`config.mk`:
```
export PLATFORM = sky130hd
export DESIGN_NAME = lab4d_shift_sequencer_flat
export DESIGN_NICKNAME = d
export VERILOG_FILES = /design/src/rtl/lab4d_pkg.sv /design/src/rtl/lab4d_shift_sequencer_if.sv /design/src/rtl/lab4d_req_fifo.sv /design/src/rtl/lab4d_shift_sequencer.sv /design/src/flat_wrapper.sv
export SDC_FILE = /design/constraint.sdc
export NUM_CORES = 1
export LEC_CHECK = 0
export BUFFER_PORTS_ARGS = -buffer_cell sky130_fd_sc_hd__buf_2
export CAP_MARGIN = 10
export CORE_MARGIN = 2
export CORE_UTILIZATION = 30
export DETAILED_ROUTE_END_ITERATION = 6
export HOLD_SLACK_MARGIN = 0.05
export PLACE_DENSITY = 0.45
export SLEW_MARGIN = 20
export SYNTH_ARGS = -nofsm -noshare
export SYNTH_HDL_FRONTEND = slang
export SYNTH_SLANG_ARGS = --single-unit
```
`constraint.sdc`:
```
create_clock -name clk_i -period 2.7 [get_ports clk_i]
set_clock_uncertainty 0.05 [all_clocks]
set_input_delay 0.405 -clock clk_i [delete_from_list [all_inputs] [get_ports clk_i]]
set_output_delay 0.405 -clock clk_i [all_outputs]
set_load 0.02 [all_outputs]
```
`src/rtl/lab4d_pkg.sv`:
```
// Shared LAB4D load-path definitions: select/data widths, select legality
// and the sequencer state encoding.
package lab4d_pkg;

    localparam int NUM_LAB   = 12;
    localparam int LAB_SEL_W = 4;
    localparam int LAB_DAT_W = 24;
    localparam int LAB_REQ_W = LAB_SEL_W + LAB_DAT_W;

    localparam logic [LAB_SEL_W-1:0] LAB_SEL_BCAST = 4'hF;

    typedef enum logic [1:0] {
        ST_IDLE    = 2'd0,
        ST_WAIT_HI = 2'd1,
        ST_WAIT_LO = 2'd2
    } seq_state_e;

    // Individual LABs 0..NUM_LAB-1 plus the broadcast code; the gap between is reserved.
    function automatic logic sel_legal(input logic [LAB_SEL_W-1:0] sel);
        return (sel < LAB_SEL_W'(NUM_LAB)) || (sel == LAB_SEL_BCAST);
    endfunction

endpackage

```
`src/rtl/lab4d_shift_sequencer_if.sv`:
```
// Request-side and shift-engine-side handshake of the LAB4D shift sequencer.
interface lab4d_shift_sequencer_if;
    import lab4d_pkg::*;

    logic                 wr_i;
    logic [LAB_SEL_W-1:0] wr_sel_i;
    logic [LAB_DAT_W-1:0] wr_dat_i;
    logic                 ready_o;

    logic                 go_o;
    logic [LAB_SEL_W-1:0] sel_o;
    logic [LAB_DAT_W-1:0] dat_o;
    logic                 busy_i;

    modport slave (
        input  wr_i, wr_sel_i, wr_dat_i, busy_i,
        output ready_o, go_o, sel_o, dat_o
    );

    modport master (
        output wr_i, wr_sel_i, wr_dat_i, busy_i,
        input  ready_o, go_o, sel_o, dat_o
    );

endinterface

```
`src/rtl/lab4d_req_fifo.sv`:
```
// First-word-fall-through request FIFO; head entry is visible on dout_o
// the cycle after it is pushed. Flush empties it on the same edge.
module lab4d_req_fifo
    import lab4d_pkg::*;
#(
    parameter int DEPTH = 16,
    parameter int WIDTH = LAB_REQ_W
) (
    input  logic                   clk_i,
    input  logic                   rst_n_i,
    input  logic                   push_i,
    input  logic                   pop_i,
    input  logic                   flush_i,
    input  logic [WIDTH-1:0]       din_i,
    output logic [WIDTH-1:0]       dout_o,
    output logic                   full_o,
    output logic                   empty_o,
    output logic [$clog2(DEPTH):0] count_o
);

    localparam int PTR_W = $clog2(DEPTH);

    logic [WIDTH-1:0] mem_q [DEPTH];
    logic [WIDTH-1:0] mem_d [DEPTH];
    logic [PTR_W-1:0] wr_ptr_q, wr_ptr_d;
    logic [PTR_W-1:0] rd_ptr_q, rd_ptr_d;
    logic [PTR_W:0]   count_q, count_d;
    logic             do_push, do_pop;

    assign full_o  = (count_q == (PTR_W+1)'(DEPTH));
    assign empty_o = (count_q == '0);
    assign do_push = push_i && !full_o && !flush_i;
    assign do_pop  = pop_i && !empty_o && !flush_i;
    assign dout_o  = mem_q[rd_ptr_q];
    assign count_o = count_q;

    always_comb begin
        mem_d    = mem_q;
        wr_ptr_d = wr_ptr_q;
        rd_ptr_d = rd_ptr_q;
        count_d  = count_q;
        if (flush_i) begin
            wr_ptr_d = '0;
            rd_ptr_d = '0;
            count_d  = '0;
        end else begin
            if (do_push) begin
                mem_d[wr_ptr_q] = din_i;
                wr_ptr_d        = wr_ptr_q + 1'b1;
            end
            if (do_pop) begin
                rd_ptr_d = rd_ptr_q + 1'b1;
            end
            case ({do_push, do_pop})
                2'b10:   count_d = count_q + 1'b1;
                2'b01:   count_d = count_q - 1'b1;
                default: count_d = count_q;
            endcase
        end
    end

    always_ff @(posedge clk_i) begin
        if (!rst_n_i) begin
            wr_ptr_q <= '0;
            rd_ptr_q <= '0;
            count_q  <= '0;
        end else begin
            wr_ptr_q <= wr_ptr_d;
            rd_ptr_q <= rd_ptr_d;
            count_q  <= count_d;
        end
    end

    // Storage is qualified by the pointers/count, so it carries no reset.
    always_ff @(posedge clk_i) begin
        mem_q <= mem_d;
    end

endmodule

```
`src/rtl/lab4d_shift_sequencer.sv`:
```
// Buffers LAB4D register-load requests and issues them one at a time to the
// serial shift engine, tracking the engine's busy handshake.
//
//   state      | meaning
//   -----------+------------------------------------------------------------
//   ST_IDLE    | waiting for a queued entry and an idle engine
//   ST_WAIT_HI | go issued, waiting for busy_i to rise (bounded by timer)
//   ST_WAIT_LO | engine shifting, waiting for busy_i to fall
module lab4d_shift_sequencer
    import lab4d_pkg::*;
#(
    parameter int DEPTH       = 16,
    parameter int ACK_TIMEOUT = 8
) (
    input  logic                    clk_i,
    input  logic                    rst_n_i,
    lab4d_shift_sequencer_if.slave  bus,
    input  logic                    flush_i,
    input  logic                    clr_err_i,
    output logic                    idle_o,
    output logic [$clog2(DEPTH):0]  count_o,
    output logic                    bad_sel_o,
    output logic                    overflow_o,
    output logic                    timeout_o
);

    localparam int TMR_W = (ACK_TIMEOUT > 1) ? $clog2(ACK_TIMEOUT) : 1;
    localparam logic [TMR_W-1:0] TMR_LOAD = TMR_W'(ACK_TIMEOUT - 1);

    seq_state_e           state_q, state_d;
    logic [TMR_W-1:0]     tmr_q, tmr_d;
    logic                 go_q, go_d;
    logic [LAB_SEL_W-1:0] sel_q, sel_d;
    logic [LAB_DAT_W-1:0] dat_q, dat_d;
    logic                 bad_sel_q, bad_sel_d;
    logic                 overflow_q, overflow_d;
    logic                 timeout_q, timeout_d;

    logic                 wr_legal;
    logic                 fifo_push, fifo_pop;
    logic                 fifo_full, fifo_empty;
    logic [LAB_REQ_W-1:0] fifo_dout;
    logic                 ev_bad_sel, ev_overflow, ev_timeout;

    assign wr_legal    = sel_legal(bus.wr_sel_i);
    assign fifo_push   = bus.wr_i && wr_legal && !flush_i;
    assign ev_bad_sel  = bus.wr_i && !wr_legal;
    assign ev_overflow = bus.wr_i && fifo_full;

    lab4d_req_fifo #(
        .DEPTH (DEPTH),
        .WIDTH (LAB_REQ_W)
    ) u_fifo (
        .clk_i   (clk_i),
        .rst_n_i (rst_n_i),
        .push_i  (fifo_push),
        .pop_i   (fifo_pop),
        .flush_i (flush_i),
        .din_i   ({bus.wr_sel_i, bus.wr_dat_i}),
        .dout_o  (fifo_dout),
        .full_o  (fifo_full),
        .empty_o (fifo_empty),
        .count_o (count_o)
    );

    always_comb begin
        state_d    = state_q;
        tmr_d      = tmr_q;
        go_d       = 1'b0;
        sel_d      = sel_q;
        dat_d      = dat_q;
        fifo_pop   = 1'b0;
        ev_timeout = 1'b0;
        case (state_q)
            ST_IDLE: begin
                // A flush in the same cycle wins over the issue.
                if (!fifo_empty && !bus.busy_i && !flush_i) begin
                    fifo_pop       = 1'b1;
                    go_d           = 1'b1;
                    {sel_d, dat_d} = fifo_dout;
                    tmr_d          = TMR_LOAD;
                    state_d        = ST_WAIT_HI;
                end
            end
            ST_WAIT_HI: begin
                if (bus.busy_i) begin
                    state_d = ST_WAIT_LO;
                end else if (tmr_q == '0) begin
                    ev_timeout = 1'b1;
                    state_d    = ST_IDLE;
                end else begin
                    tmr_d = tmr_q - 1'b1;
                end
            end
            ST_WAIT_LO: begin
                if (!bus.busy_i) begin
                    state_d = ST_IDLE;
                end
            end
            default: state_d = ST_IDLE;
        endcase

        bad_sel_d  = (bad_sel_q  && !clr_err_i) || ev_bad_sel;
        overflow_d = (overflow_q && !clr_err_i) || ev_overflow;
        timeout_d  = (timeout_q  && !clr_err_i) || ev_timeout;
    end

    always_ff @(posedge clk_i) begin
        if (!rst_n_i) begin
            state_q    <= ST_IDLE;
            tmr_q      <= '0;
            go_q       <= 1'b0;
            sel_q      <= '0;
            dat_q      <= '0;
            bad_sel_q  <= 1'b0;
            overflow_q <= 1'b0;
            timeout_q  <= 1'b0;
        end else begin
            state_q    <= state_d;
            tmr_q      <= tmr_d;
            go_q       <= go_d;
            sel_q      <= sel_d;
            dat_q      <= dat_d;
            bad_sel_q  <= bad_sel_d;
            overflow_q <= overflow_d;
            timeout_q  <= timeout_d;
        end
    end

    assign bus.ready_o = !fifo_full;
    assign bus.go_o    = go_q;
    assign bus.sel_o   = sel_q;
    assign bus.dat_o   = dat_q;
    assign idle_o      = fifo_empty && (state_q == ST_IDLE);
    assign bad_sel_o   = bad_sel_q;
    assign overflow_o  = overflow_q;
    assign timeout_o   = timeout_q;

endmodule
```
`src/flat_wrapper.sv`:
```
// flat-port wrapper written by rule: the top's interface ports become plain ports
module lab4d_shift_sequencer_flat import lab4d_pkg::*;
#(
    parameter int DEPTH       = 16,
    parameter int ACK_TIMEOUT = 8
)
  (clk_i, rst_n_i, flush_i, clr_err_i, idle_o, count_o, bad_sel_o, overflow_o, timeout_o, bus_wr_i, bus_wr_sel_i, bus_wr_dat_i, bus_busy_i, bus_ready_o, bus_go_o, bus_sel_o, bus_dat_o);
  lab4d_shift_sequencer_if bus_i ();
  input  logic clk_i;
  input  logic rst_n_i;
  input  logic flush_i;
  input  logic clr_err_i;
  output logic idle_o;
  output logic [$clog2(DEPTH):0] count_o;
  output logic bad_sel_o;
  output logic overflow_o;
  output logic timeout_o;
  input wire logic [$bits(bus_i.wr_i)-1:0] bus_wr_i;
  input wire logic [$bits(bus_i.wr_sel_i)-1:0] bus_wr_sel_i;
  input wire logic [$bits(bus_i.wr_dat_i)-1:0] bus_wr_dat_i;
  input wire logic [$bits(bus_i.busy_i)-1:0] bus_busy_i;
  output wire logic [$bits(bus_i.ready_o)-1:0] bus_ready_o;
  output wire logic [$bits(bus_i.go_o)-1:0] bus_go_o;
  output wire logic [$bits(bus_i.sel_o)-1:0] bus_sel_o;
  output wire logic [$bits(bus_i.dat_o)-1:0] bus_dat_o;
  assign bus_i.wr_i = bus_wr_i;
  assign bus_i.wr_sel_i = bus_wr_sel_i;
  assign bus_i.wr_dat_i = bus_wr_dat_i;
  assign bus_i.busy_i = bus_busy_i;
  assign bus_ready_o = bus_i.ready_o;
  assign bus_go_o = bus_i.go_o;
  assign bus_sel_o = bus_i.sel_o;
  assign bus_dat_o = bus_i.dat_o;
  lab4d_shift_sequencer #(.DEPTH(DEPTH), .ACK_TIMEOUT(ACK_TIMEOUT)) u_core (.clk_i(clk_i), .rst_n_i(rst_n_i), .bus(bus_i), .flush_i(flush_i), .clr_err_i(clr_err_i), .idle_o(idle_o), .count_o(count_o), .bad_sel_o(bad_sel_o), .overflow_o(overflow_o), .timeout_o(timeout_o));
endmodule
```
==> results by group, run 1 <==
Status
  • Outcome: completed

Floorplanning
  • DIE AREA: 65300 µm²
  • I/O pins: 73
  • Num rows: 92
  • Core area: 62900 µm²
  • Die W: 256 µm
  • Starting Density: 30.2%
  • Die Ht: 256 µm

Timing
  • Measured slew at the worst slew-check pin: approximately 0.81 ns
  • Slew HR: 46.3%
  • Final period utilization: 95.8%
  • Max frequency: between 300 and 400 MHz
  • Final Hold Slack: 0.127 ns
  • RSZ-0062 raised after global routing: no
  • Slew Limit Fails: 0
  • Setup TNS Final: 0 ns
  • Hold Fails Final Rpt: 0
  • Min cycle time layout: roughly 2.6 ns
  • Final setup fails: 0

Logic synthesis
  • Fraction of registers with async set/reset: 0%
  • Synth Area per Inst: 18.3 µm²
  • Synth warnings: 0
  • Net Count, Synth: 1084
  • Post-synthesis instance area: 19000 µm²
  • Sequential-to-total area share from yosys stat: 76.1%
  • Library cells used by synthesis: 46
  • EDFF count, synth: between 400 and 500
  • Ys flop type: edfxtp_1
  • Flops & latches, synth: 498
  • Post-synthesis cell count: 1038

Setup path
  • Worst Path Buf+Inv: 0
  • Critical Path Max Stage Delay: 0.60 ns
  • Crit path max-delay cell type: or4_4
  • Crit path launch type: flip-flop
  • Most used cell, CP: mux2i_1
  • FF-to-FF setup slack: 0.11 ns
  • Crit end category: flip-flop
  • WP data arrival: 3.06 ns
  • Data required, critical path: 3.18 ns
  • CP delay by family, top: simple AND/OR/NAND/NOR gates
  • Max FO, Critical Path: 5
  • Kind of critical path: flip-flop to flip-flop
  • Worst path cell trace: or4_4 > o21a_2 > ha_4 > fa_2 > a21o_1 > a21oi_2 > mux2i_1 > mux2i_1

Place
  • Inst Count DP: 1965
  • Number of port buffers: 72
  • Dpl cell area: around 21000 µm²
  • Final RePlAce weighted congestion: 0.715
  • Final HPWL DP: 27.1 mm

Drt
  • TritonRoute pass-1 iters: 5
  • DRC errors left: 0
  • Initial DRC count: 637
  • Vias: 9935
  • Top Metal Used: met5
  • Via density: 4.79
  • Routed WL: 46.9 mm
  • Antenna viol nets, final: 0
  • Met2 wire len: 22.0 mm
  • DRT met1 WL: about 22 mm
  • WL per Instance: 22.6 µm
  • Met3 routed WL: 2.38 mm

Clocking
  • Clk_lat worst skew: 0.61 ns
  • CTS buffer count: 55
  • CTS sink count: 498
  • CTS tree: done
  • Clock buffer depth: 3
  • Clock transition at path regs: 0.06 ns
  • H-tree levels: 2
  • CTS Root Cell: clkbuf_16
  • Postcts setup bufs: 0

Power and ir drop
  • Max VDD drop: between 0.4 and 0.5 mV
  • Pwr Total: ~0.016 W
  • LEAKAGE: a little over 7 nW
  • Combinational share of power: under 10%
  • P_int: approximately 0.013 W
  • Switching part of the total: 20.2%
  • Flop pwr share: 51.9%
  • Sw Pwr: 0.00328 W
  • Pwr/cell area: 706 nW/µm²
  • Clock network fraction of design power: 46.2%

Final layout
  • Final cell count without fillers: 2074
  • FF/Latch Area: approximately 14000 µm²
  • Area taken by multi-input logic gates: between 4000 and 5000 µm²
  • Fill count: 5929
  • Post-Layout Inst Area: 23000 µm²
  • Syn-to-layout area delta: 21.3%
  • Ant diodes: 0
  • Layout cells sized above 1: 25.3%
  • Final net count: 1227

Min path
  • Worst hold path class: input port to flip-flop

Flow run
  • Max Cap Viol: 0

Global route
  • GR Overflow Total: 0
  • Initial antenna violation count: 1
  • Largest net degree at the start of global routing: 66
  • Tot GR Track Use: 14.3%
  • Number of global-route vias before repair: roughly 10k
  • Global-route wire length before repair: 69.3 mm
[stage by stage]
stage,util (%),worst slack (ns)
finish,36.7,0.115
global route,36.7,0.0225
CTS,36.6,0.0220
detailed placement,33.6,-0.0659
global placement,33.6,-0.0354
floorplan,-,-0.0557
[repair_timing]
action | in CTS | in global routing
gates resized for setup | 0 | 1
hold buffers | 5 | 0
endpoints found under the setup margin | 0 | 2
hold endpoints to repair | 7 | 0
[logic make-up after synthesis]
group | synth area share, %
mux | 12.7
flops | 76.1
compound gates | 5.56
buf+inv | 1.57
xor+xnor | 0.277
fa+ha+maj | 0.830
simple gates | 2.97
[final timing paths]
kind                                               from                                     to  depth (start not counted)
hold reg to reg            u_core.tmr_q[2]$_SDFFE_PN0P_           u_core.tmr_q[2]$_SDFFE_PN0P_                          2
hold / removal                          bus_wr_dat_i[7]     u_core.u_fifo.mem_q[259]$_DFFE_PP_                          1
setup / recovery  u_core.u_fifo.count_o[1]$_SDFFE_PP0P_  u_core.u_fifo.count_o[4]$_SDFFE_PP0P_                          8
setup reg to reg  u_core.u_fifo.count_o[1]$_SDFFE_PP0P_  u_core.u_fifo.count_o[4]$_SDFFE_PP0P_                          8
[layout make-up]
cell class	count	area share (%)
sequential	498	62.8
multi-input combinational	471	18.7
clock buffer	74	6.81
timing repair buffer	144	5.76
tap	846	4.60
clock inverter	30	1.20
inverter	11	0.179
[power groups by stage]
stage | registers (W) | clock network, W | logic (W)
6_report | 0.00843 | 0.00751 | 0.000313
5_1_grt | 0.00843 | 0.00802 | 0.000348
4_1_cts | 0.00843 | 0.00772 | 0.000320
3_5_place_dp | 0.00860 | 0 | 0.000314
3_3_place_gp | 0.00860 | 0 | 0.000309
2_1_floorplan | 0.00861 | 0 | 0.0000964
[metal layers]
metal | vias up | global-route usage [%]
met2 | 236 | 23.0
met4 | 2 | 4.06
met3 | 60 | 2.35
met5 | - | 0
li1 | 4491 | -
met1 | 5146 | 20.1
[cell usage after synthesis, drive strengths merged (3+ instances only)]
master	n	area [µm²]
nor3	7	35.0
and3	17	106
edfxtp	448	13500
xor2	4	35.0
a22oi	22	165
dfxtp	50	1000
ha	11	138
nand3	6	30.0
mux2i	128	1280
mux4	50	1130
nand2b	4	25.0
or4	3	26.3
o21ai	30	150
nand2	12	45.0
buf	29	148
a21oi	11	55.1
inv	11	41.3
a31oi	28	175
o22ai	63	394
o31ai	3	22.5
clkbuf	29	109
nor2b	11	68.8
nor2	34	135
[layout by cell type, fill, tap and decap left out, types with 4 or more instances in the layout]
cell	synthesis	routed
a22oi_1	22	22
bufinv_16	0	4
ha_1	11	10
buf_2	25	72
clkinv_2	0	11
clkbuf_16	0	56
buf_12	0	33
mux4_2	50	50
edfxtp_1	448	448
inv_1	11	11
dfxtp_1	50	46
xor2_1	4	4
and3_2	0	16
nor2b_1	11	9
clkbuf_8	0	10
nand2b_1	4	4
a21oi_1	11	10
buf_4	2	34
nor2_1	33	32
mux2i_1	128	128
nand3_1	6	5
clkbuf_1	29	8
nand2_1	12	11
o22ai_1	63	63
clkinv_1	0	7
dlygate4sd3_1	0	5
a31oi_1	28	28
nor3_1	7	7
o21ai_0	30	30
[flip-flops by register name, indices dropped and copies added, names as in the netlist]
name / cells
u_core.bad_sel_o: 1
u_core.u_fifo.wr_ptr_q: 4
u_core.bus.go_o: 1
u_core.bus.sel_o: 4
u_core.tmr_q: 3
u_core.timeout_o: 1
u_core.u_fifo.count_o: 5
u_core.state_q: 2
u_core.u_fifo.rd_ptr_q: 4
u_core.bus.dat_o: 24
u_core.overflow_o: 1
u_core.u_fifo.mem_q: 448
[worst reg2reg max path, stage by stage (launching register included)]
cell and delay [ns]:
dfxtp_4 0.36, or4_4 0.60, o21a_2 0.25, ha_4 0.17
fa_2 0.34, a21o_1 0.18, a21oi_2 0.16, mux2i_1 0.23
mux2i_1 0.19
No activity file was read; power rests on OpenSTA's default activity.
==> run 2: changes to the inputs <==
--- a/config.mk
+++ b/config.mk
@@ -8,10 +8,10 @@
 export BUFFER_PORTS_ARGS = -buffer_cell sky130_fd_sc_hd__buf_2
 export CAP_MARGIN = 10
 export CORE_MARGIN = 2
-export CORE_UTILIZATION = 30
+export CORE_UTILIZATION = 47
 export DETAILED_ROUTE_END_ITERATION = 6
 export HOLD_SLACK_MARGIN = 0.05
-export PLACE_DENSITY = 0.45
+export PLACE_DENSITY = 0.65
 export SLEW_MARGIN = 20
 export SYNTH_ARGS = -nofsm -noshare
 export SYNTH_HDL_FRONTEND = slang
==> results by group, run 2 (synthesis results as in run 1) <==
Status
  • Outcome: completed (unchanged)

Timing
  • Slew Limit Fails: 0 (unchanged)
  • Min cycle time layout: 2.57 ns (was 2.59 ns)
  • RSZ-0062 raised after global routing: no (unchanged)
  • Final setup fails: 0 (unchanged)
  • Final period utilization: 95.2% (was 95.8%)
  • Final Hold Slack: 0.0867 ns (was 0.127 ns)
  • Slew HR: 36.4% (was 46.3%)
  • Hold Fails Final Rpt: 0 (unchanged)
  • Max frequency: 389 MHz (was 387 MHz)
  • Measured slew at the worst slew-check pin: 0.954 ns (was 0.806 ns)

Power and ir drop
  • LEAKAGE: 7.06 nW (was 7.27 nW)
  • Pwr/cell area: 701 nW/µm² (was 706 nW/µm²)
  • Max VDD drop: 0.469 mV (was 0.419 mV)

Setup path
  • CP delay by family, top: simple AND/OR/NAND/NOR gates (unchanged)
  • Most used cell, CP: mux2i_1 (unchanged)
  • FF-to-FF setup slack: 0.13 ns (was 0.11 ns)
  • Max FO, Critical Path: 5 (unchanged)
  • Data required, critical path: 3.16 ns (was 3.18 ns)
  • Kind of critical path: flip-flop to flip-flop (unchanged)
  • Crit end category: flip-flop (unchanged)
  • Worst path cell trace: or4_4 > o21a_2 > ha_4 > fa_2 > a21o_1 > a21oi_2 > mux2i_1 > mux2i_1 (unchanged)
  • Crit path launch type: flip-flop (unchanged)
  • Reg2reg start: u_core.u_fifo.count_o[1]$_SDFFE_PP0P_ (unchanged)
  • Worst Path Buf+Inv: 0 (unchanged)
  • Worst R2R End: u_core.u_fifo.count_o[4]$_SDFFE_PP0P_ (unchanged)
  • Critical Path Max Stage Delay: 0.59 ns (was 0.60 ns)
  • R2R cell count: 8 (unchanged)
  • WP data arrival: 3.03 ns (was 3.06 ns)
  • Crit path max-delay cell type: or4_4 (unchanged)

Clocking
  • Clk_lat worst skew: 0.58 ns (was 0.61 ns)
  • H-tree levels: 2 (unchanged)
  • Postcts setup bufs: 0 (unchanged)
  • CTS Root Cell: clkbuf_16 (unchanged)
  • Clock transition at path regs: 0.06 ns (about the same)
  • Clock buffer depth: 3 (unchanged)
  • CTS buffer count: 50 (was 55)
  • CTS tree: done (unchanged)
  • CTS sink count: 498 (unchanged)

Floorplanning
  • Die Ht: 205 µm (was 256 µm)
  • Num rows: 73 (was 92)
  • Die W: 205 µm (was 256 µm)
  • DIE AREA: 42000 µm² (was 65300 µm²)
  • Core area: 39800 µm² (was 62900 µm²)
  • I/O pins: 73 (unchanged)
  • Starting Density: 47.7% (was 30.2%)

Global route
  • Tot GR Track Use: 19.4% (was 14.3%)
  • Number of global-route vias before repair: 9702 (was 10.3k)
  • Global-route wire length before repair: 60.2 mm (was 69.3 mm)
  • Largest net degree at the start of global routing: 63 (was 66)
  • GR Overflow Total: 0 (unchanged)
  • Initial antenna violation count: 1 (unchanged)

Final layout
  • Layout cells sized above 1: 23.6% (was 25.3%)
  • Syn-to-layout area delta: 16.8% (was 21.3%)
  • Post-layout util: 55.7% (was 36.7%)
  • Fill count: 3088 (was 5929)
  • Final net count: 1209 (was 1227)
  • Commonest non-fill, non-tap cell in the layout: edfxtp_1 (unchanged)
  • Reg with most FFs: u_core.u_fifo.mem_q (unchanged)
  • Commonest cells after routing, fill and taps aside: edfxtp_1 (448), mux2i_1 (128), buf_2 (72) (unchanged)
  • Largest register FFs: 448 (unchanged)

Flow run
  • Max Cap Viol: 0 (unchanged)

Drt
  • Vias: 9973 (was 9935)
  • Routed WL: 40.5 mm (was 46.9 mm)
  • Initial DRC count: 865 (was 637)
  • Antenna viol nets, final: 0 (unchanged)
  • DRC errors left: 0 (unchanged)
  • Via density: 5.76 (was 4.79)
  • WL per Instance: 23.4 µm (was 22.6 µm)
  • TritonRoute pass-1 iters: 5 (unchanged)

Min path
  • Hold path start: bus_wr_i (was bus_wr_dat_i[7])
  • Worst hold path stage count: 3 (was 1)
  • Worst hold path class: input port to flip-flop (unchanged)
  • Min-Delay Endpoint: u_core.overflow_o$_SDFF_PN0_ (was u_core.u_fifo.mem_q[259]$_DFFE_PP_)

Place
  • Number of port buffers: 72 (unchanged)
  • Final HPWL DP: 22.6 mm (was 27.1 mm)
  • Final RePlAce weighted congestion: 0.760 (was 0.715)
[run 2: cell count changes in the layout (fill, tap and decap cells not counted), sizes merged]
cell	change
inv	-2
diode	+1
clkbuf	-4
clkinv	-3
buf	-9
dlygate4sd3	-4
clkinvlp	-1
[run 2: timing repair]
item,4_1_cts,5_1_grt
endpoints found under the hold margin,1,0
hold buffers,1,0
gates resized for setup,0,0
[run 2: worst min-delay path, cell delays in order]
cell and delay [ns]:
buf_2 0.10, a21oi_1 0.06, nor2b_1 0.11
[run 2: worst max-delay path by stage]
stage	startpoint	endpoint	slack [ns]	cells after the start
6_report	u_core.u_fifo.count_o[1]$_SDFFE_PP0P_	u_core.u_fifo.count_o[4]$_SDFFE_PP0P_	0.13	8
5_1_grt	u_core.u_fifo.count_o[1]$_SDFFE_PP0P_	u_core.u_fifo.count_o[4]$_SDFFE_PP0P_	0.06	8
4_1_cts	u_core.u_fifo.count_o[1]$_SDFFE_PP0P_	u_core.u_fifo.count_o[4]$_SDFFE_PP0P_	0.13	8
3_5_place_dp	bus_wr_sel_i[1]	u_core.u_fifo.count_o[4]$_SDFFE_PP0P_	-0.01	11
3_3_place_gp	bus_wr_sel_i[1]	u_core.u_fifo.count_o[4]$_SDFFE_PP0P_	0.01	11
2_1_floorplan	u_core.u_fifo.count_o[1]$_SDFFE_PP0P_	u_core.u_fifo.count_o[4]$_SDFFE_PP0P_	-0.06	10
[run 2: metal layers]
| metal | vias up | track usage (%) | wire, µm |
|---|---|---|---|
| li1 | 4457 | - | - |
| met1 | 5135 | 27.8 | 17900 |
| met2 | 331 | 30.9 | 19100 |
| met3 | 50 | 3.44 | 2710 |
| met4 | 0 | 5.50 | 734 |
| met5 | - | 0 | 0 |
[run 2: final cells by class]
class / count / area, µm² / area share [%]
Clock inverter: 24 / 249 / 1.12
Sequential cell: 498 / 14500 / 65.2
Inverter: 11 / 41.3 / 0.186
Timing Repair Buffer: 131 / 1080 / 4.88
Multi-Input combinational cell: 471 / 4290 / 19.3
Clock buffer: 70 / 1390 / 6.26
Antenna cell: 1 / 2.50 / 0.0113
Tap cell: 525 / 657 / 2.96
[run 2: where the power goes]
part	switching (W)	internal [W]	leakage [nW]
clock network	0.00283	0.00399	0.799
registers	0.0000127	0.00842	4.44
logic	0.000208	0.0000846	1.82
[run 2: through the flow]
| stage | std cells | setup TNS [ns] | instance area, µm² | power [W] | setup slack (ns) |
|---|---|---|---|---|---|
| floorplan | 1038 | -0.0557 | 19000 | 0.00871 | -0.0557 |
| global placement | 1635 | 0 | 20500 | 0.00888 | 0.0117 |
| detailed placement | 1635 | -0.0113 | 20500 | 0.00889 | -0.0113 |
| CTS | 1730 | 0 | 22200 | 0.0157 | 0.130 |
| global route | 1730 | 0 | 22200 | 0.0160 | 0.0642 |
| finish | 1731 | 0 | 22200 | 0.0155 | 0.130 |
==> run 3: changes to the inputs <==
--- a/config.mk
+++ b/config.mk
@@ -8,10 +8,10 @@
 export BUFFER_PORTS_ARGS = -buffer_cell sky130_fd_sc_hd__buf_2
 export CAP_MARGIN = 10
 export CORE_MARGIN = 2
-export CORE_UTILIZATION = 47
+export CORE_UTILIZATION = 30
 export DETAILED_ROUTE_END_ITERATION = 6
 export HOLD_SLACK_MARGIN = 0.05
-export PLACE_DENSITY = 0.65
+export PLACE_DENSITY = 0.44
 export SLEW_MARGIN = 20
 export SYNTH_ARGS = -nofsm -noshare
 export SYNTH_HDL_FRONTEND = slang
==> constraint.sdc (replaced) <==
create_clock -name clk_i -period 2.6 [get_ports clk_i]
set_clock_uncertainty 0.05 [all_clocks]
set_input_delay 0.39 -clock clk_i [delete_from_list [all_inputs] [get_ports clk_i]]
set_output_delay 0.39 -clock clk_i [all_outputs]
set_load 0.02 [all_outputs]
==> results by group, run 3 (synthesis results as in run 1) <==
Status
  • Outcome: completed (unchanged)

Power and ir drop
  • Combinational share of power: 2.0% (was 1.9%)
  • Pwr/cell area: 707 nW/µm² (was 701 nW/µm²)
  • Switching part of the total: 20.2% (was 19.6%)
  • LEAKAGE: 7.20 nW (was 7.06 nW)
  • Flop pwr share: 54.0% (was 54.3%)
  • Pwr Total: 0.0162 W (was 0.0155 W)
  • P_int: 0.0129 W (was 0.0125 W)
  • Sw Pwr: 0.00327 W (was 0.00305 W)
  • Max VDD drop: 0.552 mV (was 0.469 mV)
  • Clock network fraction of design power: 44.0% (was 43.9%)

Clocking
  • Clock transition at path regs: 0.06 ns (about the same)
  • CTS buffer count: 54 (was 50)
  • Clock buffer depth: 3 (unchanged)
  • CTS sink count: 498 (unchanged)
  • Clk_lat worst skew: 0.60 ns (was 0.58 ns)
  • CTS tree: done (unchanged)
  • CTS Root Cell: clkbuf_16 (unchanged)
  • H-tree levels: 2 (unchanged)

Timing
  • Hold Fails Final Rpt: 0 (unchanged)
  • Setup TNS Final: 0 ns (unchanged)
  • RSZ-0062 raised after global routing: no (unchanged)
  • Final setup fails: 0 (unchanged)
  • Slew Limit Fails: 0 (unchanged)
  • Final period utilization: 96.5% (was 95.2%)
  • Measured slew at the worst slew-check pin: 0.859 ns (was 0.954 ns)
  • Setup ws final: 0.0899 ns (was 0.130 ns)
  • Max frequency: 398 MHz (was 389 MHz)
  • Min cycle time layout: 2.51 ns (was 2.57 ns)
  • Slew HR: 42.8% (was 36.4%)

Floorplanning
  • I/O pins: 73 (unchanged)
  • Die Ht: 256 µm (was 205 µm)
  • DIE AREA: 65300 µm² (was 42000 µm²)
  • Num rows: 92 (was 73)
  • Core area: 62900 µm² (was 39800 µm²)
  • Die W: 256 µm (was 205 µm)
  • Starting Density: 30.2% (was 47.7%)

Global route
  • Initial antenna violation count: 0 (was 1)
  • GR Overflow Total: 0 (unchanged)
  • Number of global-route vias before repair: 10.2k (was 9702)
  • Global-route wire length before repair: 70.3 mm (was 60.2 mm)
  • Tot GR Track Use: 14.6% (was 19.4%)
  • Largest net degree at the start of global routing: 63 (unchanged)

Final layout
  • Largest register FFs: 448 (unchanged)
  • Reg with most FFs: u_core.u_fifo.mem_q (unchanged)
  • Commonest non-fill, non-tap cell in the layout: edfxtp_1 (unchanged)
  • Commonest cells after routing, fill and taps aside: edfxtp_1 (448), mux2i_1 (128), buf_2 (72) (unchanged)
  • Ant diodes: 0 (was 1)
  • Syn-to-layout area delta: 20.7% (was 16.8%)
  • Final net count: 1236 (was 1209)
  • Final cell count without fillers: 2081 (was 1731)
  • Layout cells sized above 1: 24.3% (was 23.6%)

Drt
  • WL per Instance: 22.9 µm (was 23.4 µm)
  • Vias: 9980 (was 9973)
  • TritonRoute pass-1 iters: 5 (unchanged)
  • Via density: 4.80 (was 5.76)
  • Antenna viol nets, final: 0 (unchanged)
  • Routed WL: 47.7 mm (was 40.5 mm)
  • Initial DRC count: 723 (was 865)
  • DRC errors left: 0 (unchanged)

Place
  • Number of port buffers: 72 (unchanged)
  • Final RePlAce weighted congestion: 0.711 (was 0.760)
  • Inst Count DP: 1974 (was 1635)
  • Final HPWL DP: 27.7 mm (was 22.6 mm)
  • Worst slack at placement: -0.179 ns (was -0.0113 ns)

Setup path
  • Crit path launch type: flip-flop (unchanged)
  • Kind of critical path: flip-flop to flip-flop (unchanged)
  • Crit end category: flip-flop (unchanged)
  • Data required, critical path: 3.08 ns (was 3.16 ns)
  • Max FO, Critical Path: 4 (was 5)
  • WP data arrival: 2.99 ns (was 3.03 ns)

Flow run
  • Max Cap Viol: 0 (unchanged)

Min path
  • Worst hold path class: input port to flip-flop (unchanged)
[run 3: changes by cell type in the layout (fill, tap and decap cells not counted), sizes merged]
cell and delta:
buf +19, clkinv +3, clkbuf +5, dlygate4sd3 +4, clkinvlp +1, bufinv -2
diode -1
[run 3: area by class of cell]
| class | instances | area [µm²] |
|---|---|---|
| Timing Repair Buffer | 154 | 1410 |
| Sequential cell | 498 | 14500 |
| Inverter | 11 | 41.3 |
| Multi-Input combinational cell | 471 | 4300 |
| Clock inverter | 26 | 173 |
| Tap cell | 846 | 1060 |
| Fill cell | 5929 | 39900 |
| Clock buffer | 75 | 1460 |
[run 3: critical path, cell delays in order, from the launching register on]
cell	delay [ns]
dfxtp_4	0.34
or4_4	0.56
o21a_4	0.23
ha_4	0.17
fa_2	0.35
a21o_1	0.18
a21oi_2	0.14
mux2i_1	0.23
mux2i_1	0.19
[run 3: final timing paths]
kind / from / end / slack [ns] / cells past startpoint
max: u_core.u_fifo.count_o[1]$_SDFFE_PP0P_ / u_core.u_fifo.count_o[4]$_SDFFE_PP0P_ / 0.09 / 8
min: bus_wr_dat_i[4] / u_core.u_fifo.mem_q[60]$_DFFE_PP_ / 0.12 / 1
max reg2reg: u_core.u_fifo.count_o[1]$_SDFFE_PP0P_ / u_core.u_fifo.count_o[4]$_SDFFE_PP0P_ / 0.09 / 8
min reg2reg: u_core.tmr_q[2]$_SDFFE_PN0P_ / u_core.tmr_q[2]$_SDFFE_PN0P_ / 0.42 / 2
[run 3: through the flow]
stage          utilization, %  area [µm²]  hold slack (ns)
2_1_floorplan               -       19000            0.385
3_3_place_gp             33.8       21200            0.400
3_5_place_dp             33.8       21200            0.416
4_1_cts                  36.4       22900           0.0824
5_1_grt                  36.5       22900            0.110
6_report                 36.5       22900            0.119
[run 3: layer usage]
layer,part of all wire (%),track usage (%)
met1,48,20.6
met2,47,23.4
met3,3.9,2.58
met4,1.5,3.27
met5,0,0
[run 3: timing repair]
| item | in CTS | in global routing |
|---|---|---|
| endpoints found under the hold margin | 4 | 0 |
| hold buffers | 5 | 0 |
| setup buffers | 0 | 1 |
| resized for setup | 0 | 1 |
| endpoints found under the setup margin | 0 | 2 |
[run 3: power by group through the flow]
| stage | registers (W) | clock network (W) | logic, W |
|---|---|---|---|
| 6_report | 0.00876 | 0.00713 | 0.000324 |
| 5_1_grt | 0.00876 | 0.00765 | 0.000359 |
| 4_1_cts | 0.00876 | 0.00733 | 0.000328 |
| 3_5_place_dp | 0.00893 | 0 | 0.000322 |
| 3_3_place_gp | 0.00893 | 0 | 0.000315 |
| 2_1_floorplan | 0.00894 | 0 | 0.000100 |
